<file path="src/rtl/pwm_peripheral.sv">
// Shared 8-bit PWM generator driving 16 outputs, each gated by enable and PWM-select bits.
// Latency: outputs and pwm_period_start registered, 1 clk after any input or count change.
// Backpressure: none; free-running and always accepts register values.
module pwm_peripheral #(
    parameter int unsigned CLK_DIV = 13
) (
    input  logic       clk,
    input  logic       rst_n,
    input  logic [7:0] en_reg_out_7_0,
    input  logic [7:0] en_reg_out_15_8,
    input  logic [7:0] en_reg_pwm_7_0,
    input  logic [7:0] en_reg_pwm_15_8,
    input  logic [7:0] pwm_duty_cycle,
    output logic [7:0] uo_out,
    output logic [7:0] uio_out,
    output logic       pwm_period_start
);

    localparam logic [7:0] DIV_LAST = 8'(CLK_DIV - 1);

    logic [7:0]  prescaler;
    logic [7:0]  pwm_count;
    logic [7:0]  duty_active;
    logic        step;
    logic        pwm_sig;
    logic [15:0] en_all;
    logic [15:0] pwm_all;
    logic [15:0] out_nxt;

    // With CLK_DIV==1 DIV_LAST is 0, so prescaler stays 0 and every clk is a step.
    assign step = (prescaler == DIV_LAST);

    always_ff @(posedge clk or negedge rst_n) begin
        if (!rst_n) begin
            prescaler   <= 8'd0;
            pwm_count   <= 8'd0;
            duty_active <= 8'd0;
        end else begin
            prescaler <= step ? 8'd0 : prescaler + 8'd1;
            if (step) begin
                pwm_count <= pwm_count + 8'd1;
                // Shadow load only at the wrap so a period is never cut short.
                if (pwm_count == 8'hFF) begin
                    duty_active <= pwm_duty_cycle;
                end
            end
        end
    end

    // 0xFF is special-cased so full duty never shows the single low count.
    assign pwm_sig = (duty_active == 8'hFF) ? 1'b1 : (pwm_count < duty_active);

    assign en_all  = {en_reg_out_15_8, en_reg_out_7_0};
    assign pwm_all = {en_reg_pwm_15_8, en_reg_pwm_7_0};
    assign out_nxt = en_all & (~pwm_all | {16{pwm_sig}});

    always_ff @(posedge clk or negedge rst_n) begin
        if (!rst_n) begin
            uo_out           <= 8'd0;
            uio_out          <= 8'd0;
            pwm_period_start <= 1'b0;
        end else begin
            {uio_out, uo_out} <= out_nxt;
            // Same edge that registers the first count-0 sample of the period.
            pwm_period_start  <= (pwm_count == 8'd0) && (prescaler == 8'd0);
        end
    end

endmodule

</file>
<file path="config.mk">
export PLATFORM = sky130hd
export DESIGN_NAME = pwm_peripheral
export DESIGN_NICKNAME = d
export VERILOG_FILES = /design/src/rtl/pwm_peripheral.sv
export SDC_FILE = /design/constraint.sdc
export NUM_CORES = 1
export LEC_CHECK = 0
export CAP_MARGIN = 20
export CORE_ASPECT_RATIO = 1.75
export CORE_MARGIN = 2
export CORE_UTILIZATION = 51
export CTS_BUF_LIST = sky130_fd_sc_hd__clkbuf_4 sky130_fd_sc_hd__clkbuf_8
export CTS_CLUSTER_DIAMETER = 40
export CTS_CLUSTER_SIZE = 30
export DETAILED_ROUTE_END_ITERATION = 10
export HOLD_SLACK_MARGIN = 0.02
export PLACE_DENSITY = 0.87
export SLEW_MARGIN = 20
export SYNTH_ARGS = -nofsm -noshare
export SYNTH_HDL_FRONTEND = slang
export SYNTH_SLANG_ARGS = --single-unit
</file>
<file path="constraint.sdc">
create_clock -name clk -period 3.3 [get_ports clk]
set_clock_uncertainty 0.1 [all_clocks]
set_input_delay 0.33 -clock clk [delete_from_list [all_inputs] [get_ports clk]]
set_output_delay 0.33 -clock clk [all_outputs]
set_load 0.1 [all_outputs]
</file>
==> out/qor.csv, run 1 <==
metric,value,unit
fin crit period,2.25,ns
DRT Wirelength,3830,um
Yosys Warn Count,0,
nets,264,
WL/cell,15.0,um
setup tns final,0,ns
pre-CTS worst setup slack,1.03,ns
Clock Sink Count,41,
Setup WS post-layout,1.05,ns
TritonCTS Buffers,5,
# rows,28,
PortBufs,58,
Finished Cell Area,0.00255,sq mm
Worst-Skew Late Latency,0.29,ns
Required @ worst endpoint,3.33,ns
vias per cell,5.40,
Final Util,74.4,%
I/O Pins,59,
RSZ-0062 raised after global routing,no,
postcts setup bufs,0,
area grow syn2layout,38.5,%
TritonCTS clock tree,yes,
Cells after DPL,249,
ant diodes,0,
vias in the first global route,1564,
crit path DAT,2.28,ns
Starting DRT DRC Count,13,
Syn Nets,201,
Die Y,83.6,um
Post-Synth XOR/XNOR Area,5.22,%
Pleak,1.14,nW
endpoints failing setup,0,
endpoint class of the critical path,flip-flop,
final hold vios,0,
CTS H-tree lvls,2,
worst min path class,in -> async,
DPL Wire Length,3140,um
Pwr Density,404,mW/mm^2
grt peak-use layer,met2,
CTS Buffer Depth,2,
post-synth cell types,32,
critical path launch point type,flip-flop,
reg2reg setup slack,1.05,ns
initial antenna violation count,0,
maximum capacitance violations,0,
status,finished clean,
Antenna Violating Nets Remaining,0,
Synth Area in Adders,7.46,%
CP Class,reg -> reg,
Vias,1382,
Die Wd,49.5,um
Synth Cell Area,0.00184,sq mm
M3 GR Usage,5.73,%
Final Non-Filler Cells,256,
Post-Place Cell Area,0.00246,sq mm
Yosys reg bits,41,
"most common cell after layout, fill and taps aside",clkdlybuf4s50_1,
layout cells sized above 1,9.95,%
first drt pass iteration count,4,
Hold Buf Count CTS,0,
fmax,444,MHz
Slew @ Worst Pin,1.01,ns
met2 Usage GRT,39.3,%
gr usage total,21.8,%
post-synthesis compound-gate area fraction,11.5,%
sequential cell area,0.00103,sq mm
Worst VDD drop,0.000361,V
first-pass GRT wire length,6930,um
met1 GRT Util,23.2,%
largest family of logic cells by synthesized area,simple AND/OR/NAND/NOR gates,
Worst slew margin,32.4,%
GPL Wtd Cong,0.915,
die area,0.00413,sq mm
final worst path period share,68.2,%
most frequent cells in the layout,"clkdlybuf4s50_1 (57), dfrtp_1 (41), a21boi_0 (16), inv_1 (11), ha_1 (11)",
area of the multi-input gates,764,sq um
Pins Over Slew Limit,0,
largest net degree at the start of global routing,42,
Worst-path clk slew,0.08,ns
simple-gate portion of the synthesized area,12.3,%
Initial Util,53.7,%
Syn Inst Count,148,
synthesized area per cell,12.5,sq um
number of fill cells,252,
global route overflow,0,
core area,0.00343,sq mm
"critical path fanouts, max",16,
mux cell area share after synthesis,4.88,%
CTS root buf,clkbuf_8,
CTS resizes,0,
number of remaining DRC errors,0,
post-synthesis sequential area ratio,55.6,%
worst max-delay path: stages (launching register included):
cell      delay (ns)
dfrtp_1         0.43
ha_1            0.34
and4_1          0.18
o21ai_0         0.11
o32ai_2         0.70
a21boi_0        0.23
final cells by class:
cell class	instances	area share [%]
repair buffers	58	22.5
clock buffers	6	3.23
multi-input cells	94	29.9
well taps	45	2.20
inverters	11	1.62
flip-flops and latches	41	40.2
clock inverters	1	0.294
cells by family (layout without fill, tap and decap cells):
| kind of cell | Yosys count | in the layout |
|---|---|---|
| simple gates | 37 | 37 |
| fa+ha+maj | 11 | 11 |
| compound gates | 27 | 27 |
| flops | 41 | 41 |
| mux | 8 | 8 |
| xor+xnor | 11 | 11 |
| buf+inv | 13 | 76 |
per-stage QoR:
step | hold slack (ns) | power, mW
2_1_floorplan | -0.0656 | 0.628
3_3_place_gp | 0.359 | 0.709
3_5_place_dp | 0.366 | 0.715
4_1_cts | 0.0876 | 1.04
5_1_grt | 0.124 | 1.07
6_report | 0.0572 | 1.03
flip-flops by register name, indices dropped and copies added (netlist names):
| signal | cells |
|---|---|
| duty_active | 8 |
| uio_out | 8 |
| pwm_count | 8 |
| pwm_period_start | 1 |
| uo_out | 8 |
| prescaler | 8 |
synthesized netlist by cell type (all sizes together):
cell type / number / area [sq um]
a2111oi: 1 / 15.0
a21boi: 16 / 120
a21o: 2 / 15.0
a21oi: 1 / 5.00
a22o: 1 / 8.76
a41o: 1 / 10.0
and2: 2 / 12.5
and3: 3 / 18.8
and4: 1 / 8.76
buf: 1 / 7.51
clkbuf: 1 / 5.00
dfrtp: 41 / 1030
ha: 11 / 138
inv: 11 / 41.3
mux2: 8 / 90.1
nand2: 5 / 18.8
nand2b: 2 / 12.5
nand3: 4 / 32.5
nand4: 6 / 37.5
nand4b: 1 / 8.76
nor2: 7 / 26.3
nor2b: 1 / 6.26
nor3: 2 / 21.3
nor4: 2 / 12.5
o21a: 1 / 7.51
o21ai: 3 / 15.0
o32ai: 1 / 16.3
or3: 1 / 11.3
xnor2: 9 / 78.8
xor2: 2 / 17.5
power breakdown:
group	leakage [nW]	internal (mW)	total [mW]	switching, mW
clock	0.0433	0.165	0.328	0.163
combinational	0.602	0.0701	0.178	0.107
sequential	0.497	0.517	0.525	0.00787
total	1.14	0.753	1.03	0.278
path summary, 6_finish.rpt:
path                                           from                       end  cells past startpoint
max                        pwm_count[6]$_DFFE_PN0N_       uo_out[6]$_DFF_PN0_                      5
min                                           rst_n  pwm_count[1]$_DFFE_PN0N_                      1
max reg2reg                pwm_count[6]$_DFFE_PN0N_       uo_out[6]$_DFF_PN0_                      5
min reg2reg                  prescaler[0]$_DFF_PN0_    prescaler[0]$_DFF_PN0_                      1
max in group asynchronous                     rst_n  pwm_count[5]$_DFFE_PN0N_                      1
min in group clk             prescaler[0]$_DFF_PN0_    prescaler[0]$_DFF_PN0_                      1
per-layer routing:
metal | part of all wire, % | vias to the layer above
li1 | - | 639
met1 | 34 | 677
met2 | 56 | 55
met3 | 6.7 | 11
met4 | 2.6 | 0
met5 | 0 | -
(Power assumes the default switching activity.)
==> inputs of run 2 (changes only) <==
--- a/config.mk
+++ b/config.mk
@@ -8,13 +8,13 @@
 export CAP_MARGIN = 20
 export CORE_ASPECT_RATIO = 1.75
 export CORE_MARGIN = 2
-export CORE_UTILIZATION = 51
+export CORE_UTILIZATION = 43
 export CTS_BUF_LIST = sky130_fd_sc_hd__clkbuf_4 sky130_fd_sc_hd__clkbuf_8
 export CTS_CLUSTER_DIAMETER = 40
 export CTS_CLUSTER_SIZE = 30
 export DETAILED_ROUTE_END_ITERATION = 10
 export HOLD_SLACK_MARGIN = 0.02
-export PLACE_DENSITY = 0.87
+export PLACE_DENSITY = 0.78
 export SLEW_MARGIN = 20
 export SYNTH_ARGS = -nofsm -noshare
 export SYNTH_HDL_FRONTEND = slang
==> constraint.sdc (replaced) <==
create_clock -name clk -period 1.8 [get_ports clk]
set_clock_uncertainty 0.1 [all_clocks]
set_input_delay 0.18 -clock clk [delete_from_list [all_inputs] [get_ports clk]]
set_output_delay 0.18 -clock clk [all_outputs]
set_load 0.1 [all_outputs]
==> out/qor.csv, run 2 (synthesis gave the netlist of run 1 again) <==
metric,value,unit,change
gr usage total,20.4,%,-1.4 points
status,finished with violations,,
PortBufs,58,,unchanged
Pwr Density,678,mW/mm^2,+68%
endpoint class of the critical path,flip-flop,,
largest net degree at the start of global routing,37,,-12%
final worst path period share,101,%,+33 points
Worst VDD drop,0.000560,V,+55%
Clock Sink Count,41,,unchanged
Vias,1474,,+6.7%
Worst-path clk slew,0.08,ns,about the same
initial antenna violation count,0,,unchanged
DPL Wire Length,3360,um,+6.8%
final hold vios,0,,unchanged
Pwr Total,1.95,mW,+89%
CP peak stage delay,0.40,ns,-0.30 ns
Reg power frac,49.3,%,-1.7 points
CP Class,reg -> reg,,
Die Y,90.6,um,+8.5%
worst min path class,in -> reg,,
endpoints failing setup,10,,+10
Pins Over Slew Limit,0,,unchanged
GPL Wtd Cong,0.898,,-1.8%
Slew @ Worst Pin,0.759,ns,-0.251 ns
first-pass GRT wire length,7160,um,+3.3%
ant diodes,0,,unchanged
Post-Place Cell Area,0.00260,sq mm,+5.6%
setup tns final,-0.0767,ns,-0.0767 ns
global route overflow,0,,unchanged
Setup WS post-layout,-0.0245,ns,-1.07 ns
WL/cell,15.9,um,+6.5%
fmax,548,MHz,+23%
RSZ-0062 raised after global routing,yes,,
TritonCTS clock tree,yes,,
CTS H-tree lvls,2,,unchanged
Psw,0.547,mW,+97%
TritonCTS Buffers,5,,unchanged
core area,0.00411,sq mm,+20%
first drt pass iteration count,4,,unchanged
Worst-Skew Late Latency,0.30,ns,about the same
nets,289,,+9.5%
vias in the first global route,1646,,+5.2%
Antenna Violating Nets Remaining,0,,unchanged
highest-delay cell along the critical path,dfrtp_1,,
number of remaining DRC errors,0,,unchanged
Pleak,1.31,nW,+14%
Pint,1.40,mW,+87%
sw frac,28.0,%,+1.1 points
fin crit period,1.82,ns,-0.427 ns
Initial Util,44.9,%,-8.9 points
Cells after DPL,273,,+9.6%
Final Non-Filler Cells,285,,+11%
Gate power share,18.7,%,+1.5 points
critical path launch point type,flip-flop,,
CTS root buf,clkbuf_8,,
Worst slew margin,49.4,%,+17 points
most frequent cells in the layout,"dfrtp_1 (41), clkdlybuf4s50_1 (40), buf_4 (37), a21boi_2 (16), xnor2_1 (9)",,
I/O Pins,59,,unchanged
vias per cell,5.17,,-4.2%
final hold slack,0.339,ns,+0.282 ns
Die Wd,53.5,um,+8.2%
failing checks,negative setup slack,,
maximum capacitance violations,0,,unchanged
pre-CTS worst setup slack,-0.415,ns,-1.45 ns
crit path DAT,1.95,ns,-0.33 ns
Final Util,69.9,%,-4.4 points
Starting DRT DRC Count,22,,+9
# rows,31,,+11%
area grow syn2layout,55.9,%,
"most common cell after layout, fill and taps aside",dfrtp_1,,
CTS Buffer Depth,2,,unchanged
"critical path fanouts, max",8,,-8
worst path cell trace,inv_2 > ha_4 > buf_6 > a41o_1 > a21oi_2 > o32ai_4 > clkbuf_16 > a21boi_2,,
Finished Cell Area,0.00288,sq mm,+13%
DRT Wirelength,4540,um,+19%
die area,0.00485,sq mm,+17%
layout cells sized above 1,36.9,%,+27 points
Required @ worst endpoint,1.93,ns,-1.40 ns
clock share of power,32.0,%,+0.2 points
[run 2: cell count changes in the layout (fill, tap and decap cells not counted), moves of 2 or more]
cell | previous run | this run
buf_4 | 0 | 37
a21boi_0 | 16 | 0
a21boi_2 | 0 | 16
clkdlybuf4s50_1 | 57 | 40
inv_1 | 11 | 8
buf_6 | 0 | 2
inv_2 | 0 | 3
ha_1 | 11 | 7
ha_4 | 0 | 3
[run 2: critical path, delay by kind of cell, from the launching register on]
family	cells	cell delay, ns
fa+ha+maj	1	0.20
buf+inv	3	0.39
flops	1	0.40
compound gates	4	0.66
[run 2: layout make-up]
class / count / area, sq um
tap: 49 / 61.3
timing repair buffer: 83 / 761
sequential: 41 / 1030
fill: 307 / 1240
clock inverter: 1 / 7.51
inverter: 11 / 41.3
clock buffer: 6 / 82.6
multi-input combinational: 94 / 896
[run 2: layer usage]
metal / share of wire (%) / global-route usage, %
met1: 33 / 20.2
met5: 0 / 0
met4: 3.1 / 10.0
met3: 6.9 / 7.12
met2: 57 / 35.4
[run 2: worst paths after layout]
| path | startpoint | to | slack (ns) | cells past startpoint |
|---|---|---|---|---|
| min in group asynchronous | rst_n | duty_active[6]$_DFFE_PN0P_ | 0.39 | 2 |
| min | en_reg_pwm_15_8[6] | uio_out[6]$_DFF_PN0_ | 0.34 | 2 |
| max | duty_active[6]$_DFFE_PN0P_ | uio_out[0]$_DFF_PN0_ | -0.02 | 8 |
| max in group asynchronous | rst_n | prescaler[6]$_DFF_PN0_ | 0.63 | 3 |
| min reg2reg | prescaler[7]$_DFF_PN0_ | prescaler[7]$_DFF_PN0_ | 0.38 | 1 |
| max reg2reg | duty_active[6]$_DFFE_PN0P_ | uio_out[0]$_DFF_PN0_ | -0.02 | 8 |
[run 2: power groups by stage]
stage | registers, mW | logic (mW) | clock network (mW)
after global routing | 0.964 | 0.386 | 0.670
after floorplan | 1.12 | 0.0362 | 0
after global placement | 0.979 | 0.334 | 0
final | 0.961 | 0.365 | 0.624
after CTS | 0.961 | 0.350 | 0.630
after detailed placement | 0.979 | 0.342 | 0
[run 2: timing repair]
item | 4_1_cts | 5_1_grt
pin swaps | 1 | 25
gates resized for setup | 10 | 33
setup endpoints to repair | 16 | 18
hold buffers | 1 | 0
hold endpoints to repair | 34 | 0
gates cloned | 0 | 1
setup buffers | 1 | 2
==> inputs of run 3 (changes only) <==
--- a/config.mk
+++ b/config.mk
@@ -5,10 +5,11 @@
 export SDC_FILE = /design/constraint.sdc
 export NUM_CORES = 1
 export LEC_CHECK = 0
+export ABC_AREA = 1
 export CAP_MARGIN = 20
 export CORE_ASPECT_RATIO = 1.75
 export CORE_MARGIN = 2
-export CORE_UTILIZATION = 43
+export CORE_UTILIZATION = 44
 export CTS_BUF_LIST = sky130_fd_sc_hd__clkbuf_4 sky130_fd_sc_hd__clkbuf_8
 export CTS_CLUSTER_DIAMETER = 40
 export CTS_CLUSTER_SIZE = 30
==> out/qor.csv, run 3 <==
metric,value,unit,change
ys async rst share,100,%,unchanged
Post-synth EDFFs,0,,unchanged
TritonCTS clock tree,yes,,
nets,349,,+21%
Gate power share,14.9,%,-3.8 points
post-synthesis sequential area ratio,51.9,%,-3.7 points
Slew @ Worst Pin,0.446,ns,-0.313 ns
largest family of logic cells by synthesized area,simple AND/OR/NAND/NOR gates,,
Pleak,1.48,nW,+13%
die area,0.00506,sq mm,+4.4%
synth cell count leaders,"nand2_1 (58), inv_1 (42), dfrtp_1 (41)",,
sw frac,25.7,%,-2.3 points
Worst-path clk slew,0.08,ns,about the same
most frequent cells in the layout,"nand2_1 (58), inv_1 (42), dfrtp_1 (41), clkdlybuf4s50_1 (40), nand3_1 (30)",,
# rows,32,,+3.2%
worst min path class,in -> async,,
Clock Sink Count,41,,unchanged
final hold slack,0.252,ns,-0.0867 ns
vias in the first global route,1668,,+1.3%
fin crit period,1.69,ns,-0.139 ns
most numerous cell in the Yosys netlist,nand2_1,,
Vias,1660,,+13%
largest net degree at the start of global routing,24,,-35%
Initial Util,45.3,%,+0.41 points
Antenna Violating Nets Remaining,0,,unchanged
Worst slew margin,70.3,%,+21 points
reg2reg setup slack,0.11,ns,+0.14 ns
Psw,0.513,mW,-6.2%
I/O Pins,59,,unchanged
most used flip-flop cell after synthesis,dfrtp_1,,
Cells after DPL,338,,+24%
Yosys Warn Count,0,,unchanged
endpoints failing setup,0,,-10
post-synthesis compound-gate area fraction,1.84,%,-9.7 points
gr usage total,19.9,%,-0.47 points
CTS Buffer Depth,2,,unchanged
post-synth cell types,19,,-41%
"top cells by area, synth","dfrtp_1 (52%), nand2_1 (11%), inv_1 (8.0%), nand3_1 (7.6%), ha_1 (7.0%)",,
global route overflow,0,,unchanged
Syn Inst Count,226,,+53%
first-pass GRT wire length,7250,um,+1.3%
mux cell area share after synthesis,0,%,-4.9 points
"most common cell after layout, fill and taps aside",nand2_1,,
Die Wd,54.7,um,+2.1%
CTS root buf,clkbuf_8,,
endpoint class of the critical path,flip-flop,,
crit path DAT,1.83,ns,-0.12 ns
Pins Over Slew Limit,0,,unchanged
Die Y,92.6,um,+2.2%
final worst path period share,93.6,%,-7.7 points
DRT Wirelength,4330,um,-4.7%
"critical path fanouts, max",12,,+4
vias per cell,4.77,,-7.8%
Worst VDD drop,0.000863,V,+54%
layout cells sized above 1,13.1,%,-24 points
critical path launch point type,flip-flop,,
Post-Synth XOR/XNOR Area,3.99,%,-1.2 points
Yosys reg bits,41,,unchanged
Register-to-Register Path Depth,10,,+2
GPL Wtd Cong,0.859,,-4.3%
fmax,593,MHz,+8.2%
Worst-Skew Late Latency,0.30,ns,about the same
TritonCTS Buffers,5,,unchanged
Setup crit start,duty_active[5]$_DFFE_PN0P_,,
post-synth top area cell,dfrtp_1,,
Starting DRT DRC Count,23,,+4.5%
CP Class,reg -> reg,,
Reg power frac,47.3,%,-2.0 points
Synth Area in Adders,6.97,%,-0.50 points
area grow syn2layout,39.3,%,
synthesized area per cell,8.74,sq um,-30%
Final Non-Filler Cells,348,,+22%
maximum capacitance violations,0,,unchanged
initial antenna violation count,0,,unchanged
WL/cell,12.4,um,-22%
Required @ worst endpoint,1.94,ns,about the same
clock share of power,37.8,%,+5.8 points
core area,0.00436,sq mm,+6.1%
PortBufs,58,,unchanged
first drt pass iteration count,4,,unchanged
Final Util,63.0,%,-6.9 points
status,finished clean,,
DPL Wire Length,3400,um,+1.3%
number of remaining DRC errors,0,,unchanged
area share of the largest cell type after synthesis,51.9,%,-3.7 points
Reg-to-Reg End,uio_out[1]$_DFF_PN0_,,
Pint,1.48,mW,+5.5%
setup tns final,0,ns,+0.0767 ns
Syn Nets,279,,+39%
Worst R2R Start,duty_active[5]$_DFFE_PN0P_,,
final hold vios,0,,unchanged
CTS H-tree lvls,2,,unchanged
ant diodes,0,,unchanged
Pwr Density,725,mW/mm^2,+6.8%
Synth Cell Area,0.00198,sq mm,+7.1%
simple-gate portion of the synthesized area,25.9,%,+14 points
## run 3: changes by cell type after synthesis, sizes merged, moves of 3 or more
cell    change
nand3      +26
nor3        +3
mux2        -8
xnor2       -9
xor2        +7
a21boi     -16
nand2      +55
buf         +3
and3        -3
inv        +31
## run 3: critical path, stage by stage (launching register included)
cell and delay, ns:
dfrtp_1 0.38, inv_1 0.05, ha_1 0.28, a21oi_1 0.16
nor2_1 0.05, nor3_1 0.15, nand2_1 0.09, buf_4 0.18
nand3_1 0.07, nand2_1 0.06, inv_1 0.04
## run 3: cell families (layout without fill, tap and decap cells)
kind of cell | count (synthesis) | count (layout)
simple gates | 112 | 112
flops | 41 | 41
fa+ha+maj | 11 | 11
compound gates | 7 | 7
buf+inv | 46 | 117
xor+xnor | 9 | 9
## run 3: how the worst max path moves through the flow
stage	slack (ns)	to
global route	-0.007	uo_out[5]$_DFF_PN0_
CTS	0.09	uio_out[2]$_DFF_PN0_
global placement	0.11	uio_out[1]$_DFF_PN0_
floorplan	0.14	uio_out[0]$_DFF_PN0_
detailed placement	0.12	uio_out[1]$_DFF_PN0_
finish	0.11	uio_out[1]$_DFF_PN0_
## run 3: cell type report
cell class / count / area (sq um)
fill: 368 / 1610
tap: 51 / 63.8
sequential: 41 / 1030
inverter: 42 / 158
clock buffer: 6 / 76.3
multi-input combinational: 139 / 769
timing repair buffer: 67 / 619
clock inverter: 2 / 38.8
## run 3: metal layers
| metal | GRT usage, % | part of all wire [%] | up-vias |
|---|---|---|---|
| li1 | - | - | 841 |
| met1 | 23.5 | 36 | 769 |
| met2 | 32.7 | 58 | 40 |
| met3 | 4.03 | 3.3 | 10 |
| met4 | 9.79 | 2.5 | 0 |
| met5 | 0 | 0 | - |
## run 3: power by group through the flow
stage	Sequential, mW	Combinational, mW	Clock [mW]
finish	0.944	0.297	0.754
CTS	0.944	0.300	0.764
global route	0.946	0.312	0.810
global placement	0.962	0.295	0
detailed placement	0.962	0.297	0
floorplan	1.10	0.0134	0
## run 3: through the flow
step	setup slack [ns]	total power, mW	instance area (sq um)
after floorplan	0.136	1.11	1980
after global placement	0.112	1.26	2610
after detailed placement	0.121	1.26	2610
after CTS	0.0888	2.01	2740
after global routing	-0.00668	2.07	2750
final	0.114	1.99	2750
## run 3: timing repair
item | CTS | global route
hold buffers | 1 | 0
resized for setup | 0 | 3
buffers inserted | 0 | 1
setup endpoints to repair | 0 | 8
endpoints found under the hold margin | 18 | 0
